<file path="config.mk">
export PLATFORM = sky130hd
export DESIGN_NAME = encoder_position_tracker
export DESIGN_NICKNAME = d
export VERILOG_FILES = /design/src/rtl/encoder_position_tracker.sv
export SDC_FILE = /design/constraint.sdc
export NUM_CORES = 1
export LEC_CHECK = 0
export CAP_MARGIN = 5
export CORE_UTILIZATION = 40
export CTS_BUF_LIST = sky130_fd_sc_hd__clkbuf_16
export CTS_CLUSTER_DIAMETER = 120
export CTS_CLUSTER_SIZE = 28
export DETAILED_ROUTE_END_ITERATION = 10
export DONT_BUFFER_PORTS = 1
export PLACE_DENSITY = 0.67
export SLEW_MARGIN = 0
export SYNTH_ARGS = -nofsm -noshare
export SYNTH_HDL_FRONTEND = slang
export SYNTH_SLANG_ARGS = --single-unit
</file>
<file path="constraint.sdc">
create_clock -name clk -period 2.69 [get_ports clk]
set_clock_uncertainty 0.2 [all_clocks]
set_input_delay 0.807 -clock clk [delete_from_list [all_inputs] [get_ports clk]]
set_output_delay 0.807 -clock clk [all_outputs]
set_load 0.05 [all_outputs]
</file>
<file path="src/rtl/encoder_position_tracker.sv">
// Signed position counter and windowed velocity estimator fed by a quadrature direction decoder.
// Position reflects dir on the sampling edge; velocity and its one-cycle strobe update every WINDOW clocks.
module encoder_position_tracker #(
  parameter int POS_WIDTH = 16,
  parameter int VEL_WIDTH = 12,
  parameter int WINDOW    = 1000
) (
  input  logic                 clk,
  input  logic                 rst_n,
  input  logic [1:0]           dir,
  input  logic                 clear,
  input  logic                 load,
  input  logic [POS_WIDTH-1:0] load_value,
  output logic [POS_WIDTH-1:0] position,
  output logic [VEL_WIDTH-1:0] velocity,
  output logic                 vel_valid,
  output logic [1:0]           last_dir,
  output logic                 dir_error,
  output logic                 wrap
);

  localparam int CW = (WINDOW > 1) ? $clog2(WINDOW) : 1;
  localparam logic [CW-1:0] CNT_LAST = CW'(WINDOW - 1);
  localparam logic [POS_WIDTH-1:0] POS_MAX = {1'b0, {(POS_WIDTH-1){1'b1}}};
  localparam logic [POS_WIDTH-1:0] POS_MIN = {1'b1, {(POS_WIDTH-1){1'b0}}};
  localparam logic [VEL_WIDTH-1:0] VEL_MAX = {1'b0, {(VEL_WIDTH-1){1'b1}}};
  localparam logic [VEL_WIDTH-1:0] VEL_MIN = {1'b1, {(VEL_WIDTH-1){1'b0}}};

  logic                 step_up;
  logic                 step_dn;
  logic [POS_WIDTH-1:0] pos_step;
  logic [VEL_WIDTH:0]   vel_step;
  logic [VEL_WIDTH:0]   acc_sum;
  logic [VEL_WIDTH-1:0] acc_sat;
  logic [VEL_WIDTH-1:0] acc;
  logic [CW-1:0]        cnt;
  logic                 pos_ovf;

  assign step_up  = (dir == 2'b01);
  assign step_dn  = (dir == 2'b10);
  // Sign-extended +1 / -1 / 0 without a multiplier or mux tree.
  assign pos_step = {{(POS_WIDTH-1){step_dn}}, step_up | step_dn};
  assign vel_step = {{VEL_WIDTH{step_dn}}, step_up | step_dn};
  assign acc_sum  = {acc[VEL_WIDTH-1], acc} + vel_step;
  assign pos_ovf  = (step_up && position == POS_MAX) || (step_dn && position == POS_MIN);

  // One extra bit of headroom: the top two bits disagree exactly on overflow.
  always_comb begin
    acc_sat = acc_sum[VEL_WIDTH-1:0];
    if (acc_sum[VEL_WIDTH] != acc_sum[VEL_WIDTH-1])
      acc_sat = acc_sum[VEL_WIDTH] ? VEL_MIN : VEL_MAX;
  end

  always_ff @(posedge clk or negedge rst_n) begin
    if (!rst_n) begin
      position  <= '0;
      last_dir  <= 2'b00;
      dir_error <= 1'b0;
      wrap      <= 1'b0;
    end else begin
      if (step_up || step_dn)
        last_dir <= dir;
      if (load) begin
        position <= load_value;
      end else if (clear) begin
        position  <= '0;
        dir_error <= 1'b0;
        wrap      <= 1'b0;
      end else begin
        position <= position + pos_step;
        if (pos_ovf)
          wrap <= 1'b1;
        if (dir == 2'b11)
          dir_error <= 1'b1;
      end
    end
  end

  // Velocity window runs independently of host clear/load so it tracks real motion.
  always_ff @(posedge clk or negedge rst_n) begin
    if (!rst_n) begin
      cnt       <= '0;
      acc       <= '0;
      velocity  <= '0;
      vel_valid <= 1'b0;
    end else begin
      vel_valid <= 1'b0;
      if (cnt == CNT_LAST) begin
        cnt       <= '0;
        acc       <= '0;
        velocity  <= acc_sat;
        vel_valid <= 1'b1;
      end else begin
        cnt <= cnt + 1'b1;
        acc <= acc_sat;
      end
    end
  end

endmodule

</file>
==> Word level (Yosys, flattened, before mapping) <==
Index checks and enable logic that the tools add are counted.
W data, S select, Z words.
{ "classes": {"add_sub_neg": 3, "n_mul": 0, "n_div": 0, "magnitude_cmp": 0, "eq_ne": 7, "shift": 0, "n_mux": 11, "n_bitwise": 2, "n_reduce_logical": 8} }
{ "op_table": {"columns": ["op", "n"], "rows": [
  ["$mux W12", 3],
  ["$mux W16", 2],
  ["$add A16 B16 Y16", 1],
  ["$eq A16 B15 Y1 const B", 1],
  ["$eq A16 B16 Y1 const B", 1],
  ["$add A12 B2 Y13", 1],
  ["$add A10 B1 Y10 const B", 1],
  ["$eq A10 B10 Y1 const B", 1],
  ["$mux W10", 1],
  ["$mux W1", 5],
  ["$eq A2 B2 Y1 const B", 2],
  ["$reduce_and A2 Y1", 2],
  ["$reduce_bool A2 Y1", 2],
  ["$eq A2 B1 Y1 const B", 1],
  ["$logic_and A1 B1 Y1", 2],
  ["$logic_or A1 B1 Y1", 2],
  ["$ne A1 B1 Y1", 1],
  ["$not A1 Y1", 1],
  ["$or A1 B1 Y1", 1]
]} }
{ "totals": {"reg_bits": 55, "latchBits": 0, "ramBits": 0, "rom_bits": 0, "inputBits": 22, "out_inout_bits": 33, "word_cells": 39, "n_memories": 0} }

==> Longest topological paths before layout <==
{ "depth": {"depth_word": 6, "mapped_depth": 16, "mapped_depth_nobuf": 11} }

==> Worst setup path after synthesis <==
Ideal clock, no wire load.
{ "synth_path": {"path_kind": "in2reg", "startpoint": "input dir[0]", "endpoint": "register acc[4]", "setup_time_ns": 0.135, "t_arrival_ns": 4.396, "required_time_ns": 2.355, "slack_ns": -2.041, "cell_stages": 16, "path_buffers": 6, "cell_sequence": "inv_1 ha_1 buf_2 buf_2 clkbuf_1 clkbuf_1 buf_2 xor2_1 ha_1 and4b_4 a2111oi_4 o22ai_2 a2111o_1 a31oi_2 buf_4 o22ai_1"} }
{ "synth_via": {"elab_chain_len": 6, "word_cells_on_any_way": 8, "classes_between": "1 x add/sub; 3 x eq/ne; 3 x mux; 1 x bitwise"} }
{ "synth_lines": {"columns": ["element", "line", "source"], "rows": [
  ["start, declared", "10", "input logic [1:0] dir,"],
  ["$eq A2 B1 Y1 / $eq A2 B2 Y1 (equally long branches)", "39, 40", null],
  ["$or A1 B1 Y1", "43", "assign vel_step = {{VEL_WIDTH{step_dn}}, step_up | step_dn};"],
  ["$add A12 B2 Y13 (*)", "44", "assign acc_sum = {acc[VEL_WIDTH-1], acc} + vel_step;"],
  ["$mux W12 / $ne A1 B1 Y1 (equally long branches)", "51, 50", null],
  ["$mux W12 (*)", "50", "if (acc_sum[VEL_WIDTH] != acc_sum[VEL_WIDTH-1])"],
  ["$mux W12 (*)", "88", "if (cnt == CNT_LAST) begin"],
  ["end signal, assigned", "95", "acc <= acc_sat;"],
  ["end, declared", "35", "logic [VEL_WIDTH-1:0] acc;"]
]} }
Mark *: on every way between the ends. The rest lies on a longest branch, timed or not.
A chain may end at the register's enable or synchronous reset.

==> Worst setup path in the final report <==
{ "layout_path": {"startpoint": "input dir[0]", "endpoint": "register acc[3]"} }
The elaborated chain is that of the path after synthesis.

==> out/results.ini <==
[detailed_routing]
via_per_inst = 5.83
wl_mm = 11.0
drtIter0Drc = 275
post_drt_wl_per_cell_um = 17.2
antenna_left = 0
drc_errors = 0
drtPass1Iterations = 5
via_count = 3721

[global_route]
grt_max_degree = 47
grt.overflow.total = 0
grt_pass1_vias = 3583
grt_pass1_wl_mm = 18.1
track_usage_pct = 22.7
grt_antenna_before_repair = 0

[place]
placed_cell_area_sq_um = 4550
place_hpwl_mm = 7.66
place.gp.congestion = 0.899
dp_cells = 622
portBuffers = 0

[power_and_ir_drop]
vdd_drop_max_mv = 0.422
powerDensity_nw_per_um2 = 717
power.total_uw = 3580
leakagePower_uw = 0.00209

[critical_path]
critPathMaxFanout = 11
endpoint_kind = flop
cp.required_ns = 2.65
worstSetupPathType = in -> reg
critPathLaunchType = input port
arrival_ns = 3.19

[clocking]
clock-sinks = 55
cts-root-buf = clkbuf_16
tritoncts = yes
clk_latency_ns = 0.30
clk_pin_slew_ns = 0.08
clk_path_buf_depth = 2
h-tree-depth = 2
numCtsBuffers = 5

[synthesis]
synth.yosys.seq_area_share_pct = 35.2
ys.warnings.count = 0
synth_seq_cells = 55
synthFlopType = dfrtp_1
async_flop_share_pct = 100
syn_area_sq_um = 3920
synth-edff-count = 0
synth_nets = 492
avgSynthCellArea_sq_um = 8.55
synthCells = 458
yosys.cell_types.count = 68

[sta]
fin_worst_hold_slack_ns = 0.150
fmax_mhz = 310
setup_slack_ns = -0.535
fin_crit_ns = 3.22
finalSetupViolations = 27
hold_viol_final = 0
final_max_slew_viol_count = 0
slew_headroom_pct = 60.8
rsz0062_at_grt = yes
layout_worst_path_cycle_share_pct = 120
worstMarginPinSlew_ns = 0.587

[cells_and_area]
nFillCells = 854
multiInputGateArea_sq_um = 2580
final_cell_mix = buf_4 (73), dfrtp_1 (55), nor2_1 (45), nand2_1 (38), xnor2_1 (27)
insertedDiodeCount = 0
final_area_sq_um = 4990
fin_nets = 542
area_growth_pct = 27.6
layout_commonest_cell = buf_4
fin_cells = 638
regArea_sq_um = 1380
final_layout_size_suffix_gt1_share_pct = 25.0

[run]
maxCapViolCount = 0

[floorplan]
io_pins = 55
start_util_pct = 41.8
fp-row-count = 35
fp.dieH_um = 101
die_area_sq_um = 10200
die_x_um = 101
coreArea_sq_um = 9370

[status]
violations = negative setup slack
outcome = finished, violations left

[worst_hold_path]
hold_path.class = in -> async

[area by class of cell]
cell class,instances,area share [%]
Clock buffer,5,2.51
Clock inverter,3,0.501
Inverter,15,1.43
Multi-Input combinational cell,351,51.6
Sequential cell,55,27.6
Tap cell,129,3.23
Timing Repair Buffer,80,13.2
[path summary, 6_finish.rpt]
kind	from	to	slack, ns	cells after the start
worst max-delay path	dir[0]	acc[3]	-0.53	13
worst min-delay path	rst_n	position[10]	0.15	1
worst max register to register	acc[1]	acc[3]	-0.13	10
worst min register to register	cnt[0]	cnt[0]	0.30	1
max in group asynchronous	rst_n	acc[4]	1.16	1
min in group clk	cnt[0]	cnt[0]	0.30	1
[cell families after synthesis]
| logic type | after synthesis | share of synthesized area [%] |
|---|---|---|
| mux | 3 | 0.767 |
| fa+ha+maj | 12 | 3.83 |
| compound gates | 145 | 26.4 |
| buf+inv | 52 | 5.47 |
| simple gates | 156 | 20.5 |
| flops | 55 | 35.2 |
| xor+xnor | 35 | 7.83 |
[worst max-delay path: stages]
cell       delay [ns]
inv_12           0.02
ha_4             0.28
inv_4            0.04
ha_4             0.16
ha_4             0.16
and4b_4          0.18
a2111oi_4        0.32
o22ai_2          0.13
a2111o_1         0.48
buf_4            0.16
o211ai_1         0.15
buf_4            0.21
o22ai_1          0.10
[power by group]
group / internal (uW) / switching, uW
clock: 353 / 335
combinational: 792 / 866
sequential: 959 / 277
[synth_stat cells (4+ instances only)]
library cell,instances,area (sq um)
dfrtp_1,55,1380
nand3_1,14,70.1
buf_2,6,30.0
a32oi_1,6,52.6
a21oi_1,25,125
nor3b_1,5,37.5
xor2_1,8,70.1
nand4_1,5,31.3
nand2_1,38,143
o22ai_1,19,119
or3_1,4,25.0
o211ai_1,4,30.0
ha_1,12,150
xnor2_1,27,236
and2_1,8,50.1
a31oi_1,5,31.3
clkbuf_1,27,101
inv_1,14,52.6
and3b_1,4,35.0
a21o_1,4,30.0
nor3_1,6,30.0
o21ai_0,33,165
nand2b_1,5,31.3
nor2_1,45,169
a22oi_1,5,37.5
[sequential cells by signal (all words and copies together) (netlist names)]
name,flops
acc,12
cnt,10
dir_error,1
last_dir,2
position,16
vel_valid,1
velocity,12
wrap,1
[what timing repair did]
| item | 4_1_cts | 5_1_grt |
|---|---|---|
| pin swaps | 13 | 13 |
| setup endpoints to repair | 31 | 33 |
| gates cloned | 0 | 1 |
| resized for setup | 21 | 18 |
| buffers inserted | 3 | 4 |
| hold buffers | 2 | 0 |
| endpoints found under the hold margin | 46 | 0 |
[layer usage]
layer / share of wire (%) / wire length, um / track usage (%) / vias up
li1: - / - / - / 1782
met1: 47 / 5160 / 31.7 / 1816
met2: 46 / 5060 / 36.0 / 114
met3: 5.8 / 640 / 4.30 / 9
met4: 1.2 / 129 / 5.69 / 0
met5: 0 / 0 / 0 / -
[stage by stage]
step / setup TNS [ns] / util [%] / worst slack, ns
3_5_place_dp: -27.25 / 48.6 / -1.01
6_report: -11.55 / 53.3 / -0.535
2_1_floorplan: -34.79 / - / -1.37
3_3_place_gp: -25.73 / 48.6 / -0.945
4_1_cts: -10.98 / 52.0 / -0.499
5_1_grt: -14.35 / 53.3 / -0.655
Note: power is estimated with default switching activity, not from simulation.
